### src/rtl/fpu_pkg.sv
// Shared FPU types and constants: operand class, IEEE-754 binary32 limits, divider latency.
package fpu_pkg;

    typedef enum logic [1:0] {
        ClsNorm = 2'd0,
        ClsZero = 2'd1,
        ClsInf  = 2'd2,
        ClsNan  = 2'd3
    } cls_e;

    localparam int unsigned EXP_BIAS = 127;
    localparam int unsigned EXP_MAX  = 255;
    localparam logic [31:0] QNAN     = 32'h7FC0_0000;
    localparam int unsigned LAT_CORE = 10;

    // Special-case class of x1 / x2 from the two exponent fields; denormals count as zero.
    function automatic cls_e div_classify(input logic [7:0] e1, input logic [7:0] e2);
        logic x1_zero;
        logic x2_zero;
        x1_zero = (e1 == 8'd0);
        x2_zero = (e2 == 8'd0);
        if (x1_zero && x2_zero) begin
            return ClsNan;
        end else if (x2_zero) begin
            return ClsInf;
        end else if (e1 == 8'hFF) begin
            return ClsInf;
        end else if (x1_zero || e2 == 8'hFF) begin
            return ClsZero;
        end
        return ClsNorm;
    endfunction

endpackage

### src/rtl/fdiv_mantissa.sv
// Pipelined restoring divider: quotient = floor(ma * 2^25 / mb), 26 bits over LAT_CORE stages.
module fdiv_mantissa
    import fpu_pkg::*;
(
    input  logic        clk,
    input  logic        rst_n,
    input  logic        input_valid,
    input  logic [23:0] ma,
    input  logic [23:0] mb,
    output logic [25:0] quotient,
    output logic        out_valid
);

    // Six 3-bit stages then four 2-bit stages resolve all 26 quotient bits, MSB first.
    for (genvar i = 0; i < LAT_CORE; i++) begin : g_stage
        localparam int NBits = (i < 6) ? 3 : 2;
        localparam int First = (i < 6) ? 3 * i : 18 + 2 * (i - 6);

        logic [24:0] rem_in, rem_d, rem_q;
        logic [25:0] quo_in, quo_d, quo_q;
        logic [23:0] div_in, div_q;
        logic        vld_in, vld_q;

        if (i == 0) begin : g_head
            assign rem_in = {1'b0, ma};
            assign quo_in = '0;
            assign div_in = mb;
            assign vld_in = input_valid;
        end else begin : g_body
            assign rem_in = g_stage[i-1].rem_q;
            assign quo_in = g_stage[i-1].quo_q;
            assign div_in = g_stage[i-1].div_q;
            assign vld_in = g_stage[i-1].vld_q;
        end

        // Remainder stays below 2*mb, so 25 bits hold it across every shift.
        always_comb begin
            rem_d = rem_in;
            quo_d = quo_in;
            for (int b = 0; b < NBits; b++) begin
                if (rem_d >= {1'b0, div_in}) begin
                    quo_d[25 - (First + b)] = 1'b1;
                    rem_d = rem_d - {1'b0, div_in};
                end
                rem_d = rem_d << 1;
            end
        end

        always_ff @(posedge clk or negedge rst_n) begin
            if (!rst_n) begin
                vld_q <= 1'b0;
                rem_q <= '0;
                quo_q <= '0;
                div_q <= '0;
            end else begin
                vld_q <= vld_in;
                rem_q <= rem_d;
                quo_q <= quo_d;
                div_q <= div_in;
            end
        end
    end

    assign quotient  = g_stage[LAT_CORE-1].quo_q;
    assign out_valid = g_stage[LAT_CORE-1].vld_q;

endmodule

### src/rtl/fdiv.sv
// Single-precision divider y = x1 / x2: mantissa core plus matched sign/exponent/class pipeline,
// then normalize, round half-up on the guard bit and pack.
module fdiv
    import fpu_pkg::*;
#(
    parameter int unsigned EXP_W = 10
) (
    input  logic        clk,
    input  logic        rst,
    input  logic        input_valid,
    input  logic [31:0] x1,
    input  logic [31:0] x2,
    output logic [31:0] y,
    output logic        out_valid
);

    localparam logic signed [EXP_W-1:0] ExpBias = EXP_W'(EXP_BIAS);
    localparam logic signed [EXP_W-1:0] ExpMax  = EXP_W'(EXP_MAX);
    localparam logic signed [EXP_W-1:0] ExpOne  = EXP_W'(1);
    localparam logic signed [EXP_W-1:0] ExpZero = '0;

    logic        rst_n;
    logic [23:0] ma, mb;
    logic [25:0] quotient;
    logic        core_valid;

    assign rst_n = ~rst;
    assign ma    = {1'b1, x1[22:0]};
    assign mb    = {1'b1, x2[22:0]};

    fdiv_mantissa u_core (
        .clk         (clk),
        .rst_n       (rst_n),
        .input_valid (input_valid),
        .ma          (ma),
        .mb          (mb),
        .quotient    (quotient),
        .out_valid   (core_valid)
    );

    logic                    s_d;
    logic signed [EXP_W-1:0] e1_ext, e2_ext, e_d;
    cls_e                    cls_d;

    assign s_d    = x1[31] ^ x2[31];
    assign e1_ext = {{(EXP_W-8){1'b0}}, x1[30:23]};
    assign e2_ext = {{(EXP_W-8){1'b0}}, x2[30:23]};
    assign e_d    = e1_ext - e2_ext + ExpBias;
    assign cls_d  = div_classify(x1[30:23], x2[30:23]);

    logic                    s_q   [LAT_CORE];
    logic signed [EXP_W-1:0] e_q   [LAT_CORE];
    cls_e                    cls_q [LAT_CORE];

    always_ff @(posedge clk or posedge rst) begin
        if (rst) begin
            for (int i = 0; i < LAT_CORE; i++) begin
                s_q[i]   <= 1'b0;
                e_q[i]   <= '0;
                cls_q[i] <= ClsNorm;
            end
        end else begin
            s_q[0]   <= s_d;
            e_q[0]   <= e_d;
            cls_q[0] <= cls_d;
            for (int i = 1; i < LAT_CORE; i++) begin
                s_q[i]   <= s_q[i-1];
                e_q[i]   <= e_q[i-1];
                cls_q[i] <= cls_q[i-1];
            end
        end
    end

    logic                    s_o;
    cls_e                    cls_o;
    logic [22:0]             frac;
    logic                    guard;
    logic [23:0]             frac_rnd;
    logic signed [EXP_W-1:0] exp_n;
    logic [31:0]             y_d;

    always_comb begin
        s_o   = s_q[LAT_CORE-1];
        cls_o = cls_q[LAT_CORE-1];
        if (quotient[25]) begin
            frac  = quotient[24:2];
            guard = quotient[1];
            exp_n = e_q[LAT_CORE-1];
        end else begin
            frac  = quotient[23:1];
            guard = quotient[0];
            exp_n = e_q[LAT_CORE-1] - ExpOne;
        end
        // A carry out of the fraction leaves frac_rnd[22:0] = 0 and bumps the exponent.
        frac_rnd = {1'b0, frac} + 24'(guard);
        if (frac_rnd[23]) begin
            exp_n = exp_n + ExpOne;
        end

        if (exp_n >= ExpMax) begin
            y_d = {s_o, 8'hFF, 23'd0};
        end else if (exp_n <= ExpZero) begin
            y_d = {s_o, 31'd0};
        end else begin
            y_d = {s_o, exp_n[7:0], frac_rnd[22:0]};
        end

        unique case (cls_o)
            ClsZero: y_d = {s_o, 31'd0};
            ClsInf:  y_d = {s_o, 8'hFF, 23'd0};
            ClsNan:  y_d = QNAN;
            default: ;
        endcase
    end

    always_ff @(posedge clk or posedge rst) begin
        if (rst) begin
            y         <= '0;
            out_valid <= 1'b0;
        end else begin
            out_valid <= core_valid;
            if (core_valid) begin
                y <= y_d;
            end
        end
    end

endmodule

### config.mk
export PLATFORM = sky130hd
export DESIGN_NAME = fdiv
export DESIGN_NICKNAME = d
export VERILOG_FILES = /design/src/rtl/fpu_pkg.sv /design/src/rtl/fdiv_mantissa.sv /design/src/rtl/fdiv.sv
export SDC_FILE = /design/constraint.sdc
export NUM_CORES = 2
export LEC_CHECK = 0
export ABC_AREA = 1
export CAP_MARGIN = 25
export CORE_ASPECT_RATIO = 0.9
export CORE_MARGIN = 8
export CORE_UTILIZATION = 60
export CTS_BUF_LIST = sky130_fd_sc_hd__clkbuf_4 sky130_fd_sc_hd__clkbuf_8
export DETAILED_ROUTE_END_ITERATION = 8
export DONT_BUFFER_PORTS = 1
export GPL_ROUTABILITY_DRIVEN = 0
export PLACE_DENSITY = 0.83
export SETUP_SLACK_MARGIN = 0.4
export SYNTH_ARGS = -nofsm -noshare
export SYNTH_HDL_FRONTEND = slang
export SYNTH_SLANG_ARGS = --single-unit
export TNS_END_PERCENT = 100
### constraint.sdc
create_clock -name clk -period 53.7 [get_ports clk]
set_input_delay 5.37 -clock clk [delete_from_list [all_inputs] [get_ports clk]]
set_output_delay 5.37 -clock clk [all_outputs]
set_load 0.02 [all_outputs]
== Word-level counts from Yosys, hierarchy flattened ==
Cells that the tools add are included.
Word-level totals
  flip-flop bits (word level): 760
  output and inout port bits: 33
Cells by class
  add/sub/neg operators: 30
  magnitude comparators: 28
  eq/ne operators: 5
  muxes and demuxes: 67
  bitwise operators: 1
  reductions and logical operators: 4
Operator list (number)
  $ge 25x24->1: 25
  $mux 24: 25
  $sub 24x24->24: 25
  $pmux 32 s3: 1
  $mux 31: 2
  $mux 1: 31
  $add 23x1->24: 1
  $ge 24x24->1: 1
  $mux 23: 1
  $mux 10: 2
  $eq 8x8->1 const B: 2
  $logic_not 8->1: 2
  $add 10x2->10 const B: 1
  $add 9x8->10 const B: 1
  $ge 10x9->1 const B: 1
  $le 10x1->1 const B: 1
  $mux 2: 5
  $sub 10x2->10 const B: 1
  $sub 8x8->9: 1
  $eq 2x2->1 const B: 2
  $eq 2x1->1 const B: 1
  $logic_and 1x1->1: 1
  $logic_or 1x1->1: 1
  $xor 1x1->1: 1

== Longest topological paths before layout ==
  word-level depth: 8
  mapped depth: 47
  depth with buffers taken out: 44

== By module ==
A second synthesis with hierarchy kept.
Unflattened totals
  cells, all modules: 9171
  area total of the unflattened synthesis: 64343.0 um^2
By module, submodules not included
  fdiv_mantissa: instances 1, cells an instance 8428, area an instance 57232.4 um^2
  fdiv: instances 1, cells an instance 743, area an instance 7110.6 um^2

== Worst setup path after synthesis ==
Ideal clock, no wire load.
  path type: input to register
  start: input port x1[0]
  end: register u_core.g_stage[0].rem_q[13]
  arrival: 10.695 ns
  slack: 42.889 ns
  stages on the path: 45
  buffers on the path: 5
  cells stage by stage: inv_1 -> ha_1 -> inv_1 -> fa_1 -> nand2_1 -> nand3_2 -> a21oi_2 -> nand2_1 -> nand2_1 -> nand3_1 -> buf_4 -> inv_2 -> buf_2 -> nand2_1 -> o21ai_0 -> ha_1 -> nand3_1 -> nand2_1 -> (+9 left out) -> buf_2 -> buf_2 -> nand2_1 -> o21ai_0 -> ha_1 -> a21oi_1 -> inv_1 -> o21ai_0 -> o211ai_1 -> nand2_1 -> nand3_1 -> nand3_1 -> o311ai_0 -> nand2_1 -> nand2_1 -> buf_4 -> nand2_1 -> nand2_1
On the way
  word-level cells in the longest chain between the ends: 6
Ends and longest elaborated chain
  from (decl): line fdiv.sv:11  | input logic [31:0] x1,
  $sub 24x24->24 / $ge 24x24->1 (equally long branches): line fdiv_mantissa.sv:43, fdiv_mantissa.sv:41
  $mux 24 *: line fdiv_mantissa.sv:41  | if (rem_d >= {1'b0, div_in}) begin
  $sub 24x24->24 / $ge 25x24->1 (equally long branches): line fdiv_mantissa.sv:43, fdiv_mantissa.sv:41
  $mux 24 *: line fdiv_mantissa.sv:41
  $sub 24x24->24 / $ge 25x24->1 (equally long branches): line fdiv_mantissa.sv:43, fdiv_mantissa.sv:41
  $mux 24 *: line fdiv_mantissa.sv:41
  named net u_core.g_stage[0].rem_d[13]: line fdiv_mantissa.sv:19  | logic [24:0] rem_in, rem_d, rem_q;
  to (signal assigned): line fdiv_mantissa.sv:57  | rem_q <= rem_d;
  to (decl): line fdiv_mantissa.sv:19
Mark *: on every way through the listed nets, which the timed path passes. The rest lies on a longest branch.
A chain may end at the register's enable or synchronous reset.

== Worst setup path in the final report ==
  start: input port x2[5]
  end: register u_core.g_stage[0].rem_q[23]
On the way
  word-level cells in the longest chain between the ends: 6
Ends and longest elaborated chain
  from (decl): line fdiv.sv:12  | input logic [31:0] x2,
  $sub 24x24->24 / $ge 24x24->1 (equally long branches): line fdiv_mantissa.sv:43, fdiv_mantissa.sv:41
  $mux 24: line fdiv_mantissa.sv:41
  $sub 24x24->24 / $ge 25x24->1 (equally long branches): line fdiv_mantissa.sv:43, fdiv_mantissa.sv:41
  $mux 24: line fdiv_mantissa.sv:41
  $sub 24x24->24 / $ge 25x24->1 (equally long branches): line fdiv_mantissa.sv:43, fdiv_mantissa.sv:41
  $mux 24 *: line fdiv_mantissa.sv:41
  named net u_core.g_stage[0].rem_d[23]: line fdiv_mantissa.sv:19
Marks and branches as above.

==> key figures <==
CTS
  – Cell at the root of the clock tree: sky130_fd_sc_hd__clkbuf_8
  – Sinks on the clock net: 760
  – Clock edge transition at the registers on the reported setup and hold paths: 70 ps
  – Insertion delay of the later-clocked pin in the worst-skew pair: a little over 800 ps
  – H-tree depth: 3
  – Number of buffers between clock root and the deepest sink: 3
  – Number of buffers added to fix hold violations after cts: 0
  – Post CTS Setup Buffer Count: 0
  – CTS resizes: 0
  – TritonCTS clock tree: yes
  – Number of CTS-inserted buffers: 120

Critical path
  – Required time at the endpoint of the critical path: 54,310 ps
  – Peak per-stage delay on the critical path: around 730 ps
  – Critical path arrival: around 13,000 ps
  – Category of the worst setup path capture point: flop
  – Logic depth of the worst setup path including buffers: 43
  – Buffers plus inverters on the worst setup path: 5
  – FF-to-FF path depth: 32
  – Cell type group with the largest total delay on the critical path: simple AND/OR/NAND/NOR gates
  – Flop2flop setup slack: 44,050 ps
  – Slowest stage cell on the critical path: sky130_fd_sc_hd__nand2_1
  – Crit start category: primary input
  – Worst Path Max Fanout: 37
  – CP Class: in2reg
  – Cell mode on critical path: sky130_fd_sc_hd__nand2_1

Place
  – Dpl hpwl: between 100,000 and 150,000 um
  – Count of input and output buffers: 0

Synthesis
  – Total number of yosys warnings: 0
  – Sequential-to-total area share from yosys stat: a little under a third
  – Synth async-reset ratio: between 90% and 100%
  – Number of flops mapped to enable cells by yosys: 0
  – Mean post-synth cell area: around 7.3 um2
  – Synthesized Nets: between 8,000 and 9,000
  – Synthesis-stage register bit count: 760
  – Synthesized instance count: 8,223
  – Top_reg_cell synth: sky130_fd_sc_hd__dfrtp_1
  – Post-synthesis instance area: 60,000 um2
  – Number of unique standard cell types used by synthesis: 67

Die
  – Die outline height: between 300 and 400 um
  – Number of top-level design ports: 100
  – Starting utilization of the core area: 60.2%
  – # rows: 110
  – Area of the core: 99,600 um2
  – Die span in x: 349 um
  – Total Die Area: 110,000 um2

Drt
  – DR iter-0 viols: 7,156
  – WL/cell: ~18 um
  – Total number of vias: about 58,000
  – DRT antenna net count: 0
  – Sum of routed wire length over all layers: 178,000 um
  – TritonRoute pass-1 iters: 9
  – Average vias per placed instance: 6.01
  – DRC violations left: 0

Global route
  – Global-route wire length before repair: 281,000 um
  – GRT Residual Overflow: 0
  – Antenna violations before repair: 5
  – Largest net degree at the start of global routing: 193
  – GRT Total Usage: around 31%
  – Vias in the first global route: 54,500

Layout
  – Area of combinational cells with multiple inputs: 36,800 um2
  – Fraction of layout instances using a drive strength above 1: between 4 and 5%
  – NumNets Final: about 8,900
  – Sequential cell area in the final layout: 19,000 um2
  – Area growth, synth to finish: 7.16%
  – Number of filler instances in the final layout: 8,251

Timing
  – Total of endpoints with negative setup slack in the final report: 0
  – Worst relative slew slack: 29.3%
  – Final period utilization: 23.9%
  – Setup repair after global routing missed its margin: false
  – Worst clock skew on the final layout: 96.4 ps
  – Worst Tran Pin Value: 1060 ps
  – Final-report hold violation count: 0
  – Final critical path time including I/O delays and setup: roughly 13,000 ps
  – Maximum clock frequency: 78.0 MHz
  – Summed negative setup slack over all endpoints: 0 ps
  – Number of pins exceeding their max-slew limit in the final report: 0

Status
  – Result of the run: finished, final reports clean

Worst hold path
  – Worst Hold Class: reg2reg
  – Hold Path Depth: 0

Run
  – Max-cap violation count: 0
cell type report:
type | instances | share of cell area, %
Antenna cell | 5 | 0.0194
Clock buffer | 167 | 3.31
Clock inverter | 58 | 1.38
Inverter | 954 | 5.59
Multi-Input combinational cell | 6379 | 57.1
Sequential cell | 760 | 29.6
Tap cell | 1344 | 2.61
Timing Repair Buffer | 25 | 0.385
flip-flops by register name (all words and copies together), names as in the netlist, 2 cells and up:
register	flops
u_core.quotient	26
y	32
s_q	9
u_core.g_stage.quo_q	129
cls_q	18
cls_o	2
e_q	100
u_core.g_stage.vld_q	9
u_core.g_stage.rem_q	216
u_core.g_stage.div_q	216
per-layer routing:
metal	part of all wire, %	wire (um)	track usage (%)
met1	41	72800	42.2
met2	42	75000	47.3
met3	11	19900	6.67
met4	5.5	9830	14.8
met5	0.0068	12	0
cells by family (layout without fill, tap and decap cells):
kind of cell	after synthesis	in the layout	synth area share, %
XOR/XNOR	528	528	7.70
flip-flops	760	760	31.7
adder cells (fa/ha/maj)	631	631	13.3
AND/OR/NAND/NOR	3534	3534	24.7
multiplexers	1	1	0.0167
AO/OA/AOI/OAI	1684	1684	15.5
buffers and inverters	1084	1204	7.10
other	1	6	0.00625
Yosys cell counts, types with 46 or more instances:
master	n	area share [%]
sky130_fd_sc_hd__xor2_1	282	4.1
sky130_fd_sc_hd__nand3_1	450	3.8
sky130_fd_sc_hd__nor2_1	517	3.2
sky130_fd_sc_hd__xnor2_1	246	3.6
sky130_fd_sc_hd__a21oi_1	699	5.8
sky130_fd_sc_hd__nor3_1	99	0.83
sky130_fd_sc_hd__nor4_1	73	0.76
sky130_fd_sc_hd__inv_1	935	5.8
sky130_fd_sc_hd__ha_1	619	13
sky130_fd_sc_hd__buf_2	58	0.48
sky130_fd_sc_hd__or2_2	46	0.48
sky130_fd_sc_hd__nand4_1	96	1.0
sky130_fd_sc_hd__dfrtp_1	760	32
sky130_fd_sc_hd__o21bai_1	60	0.75
sky130_fd_sc_hd__nand2_1	2177	14
sky130_fd_sc_hd__a21o_1	77	0.96
sky130_fd_sc_hd__clkbuf_1	48	0.30
sky130_fd_sc_hd__o21ai_0	611	5.1
stage by stage:
stage / setup slack, ps / utilization [%] / instances / instance area [um2] / hold WS (ps)
2_1_floorplan: 27000 / - / 8223 / 60000 / 331
3_3_place_gp: 40740 / 61.5 / 9459 / 61200 / 331
3_5_place_dp: 40520 / 61.5 / 9459 / 61200 / 335
4_1_cts: 41290 / 64.5 / 9684 / 64300 / 332
5_1_grt: 40300 / 64.5 / 9688 / 64300 / 335
6_report: 40890 / 64.6 / 9692 / 64300 / 324
placed cells by master (no fill, tap or decap), drive strengths merged, types with 5 or more instances in the layout:
master / count
nand2: 2197
inv: 955
dfrtp: 760
a21oi: 711
o21ai: 646
ha: 619
nor2: 525
nand3: 462
xor2: 282
xnor2: 246
clkbuf: 167
nor3: 99
nand4: 96
a21o: 77
nor4: 73
o21bai: 61
or2: 48
a31oi: 42
o21a: 37
a21boi: 30
o211ai: 26
clkinv: 26
buf: 25
nand3b: 18
bufinv: 18
clkinvlp: 13
fa: 12
o31ai: 9
o221ai: 9
and2: 8
a211oi: 7
a221oi: 6
diode: 5
a41oi: 5
final timing paths:
path,to,startpoint
worst max-delay path,u_core.g_stage[0].rem_q[23],x2[5]
worst min-delay path,u_core.quotient[8],u_core.g_stage[8].quo_q[8]
worst max register to register,u_core.g_stage[1].rem_q[21],u_core.g_stage[0].div_q[2]
worst min register to register,u_core.quotient[8],u_core.g_stage[8].quo_q[8]
max in group asynchronous,u_core.g_stage[3].div_q[20],rst
min in group asynchronous,u_core.g_stage[0].div_q[4],rst
Power is not shown: default switching activity piles up to over one toggle a cycle in this logic, so the estimate is an artifact.
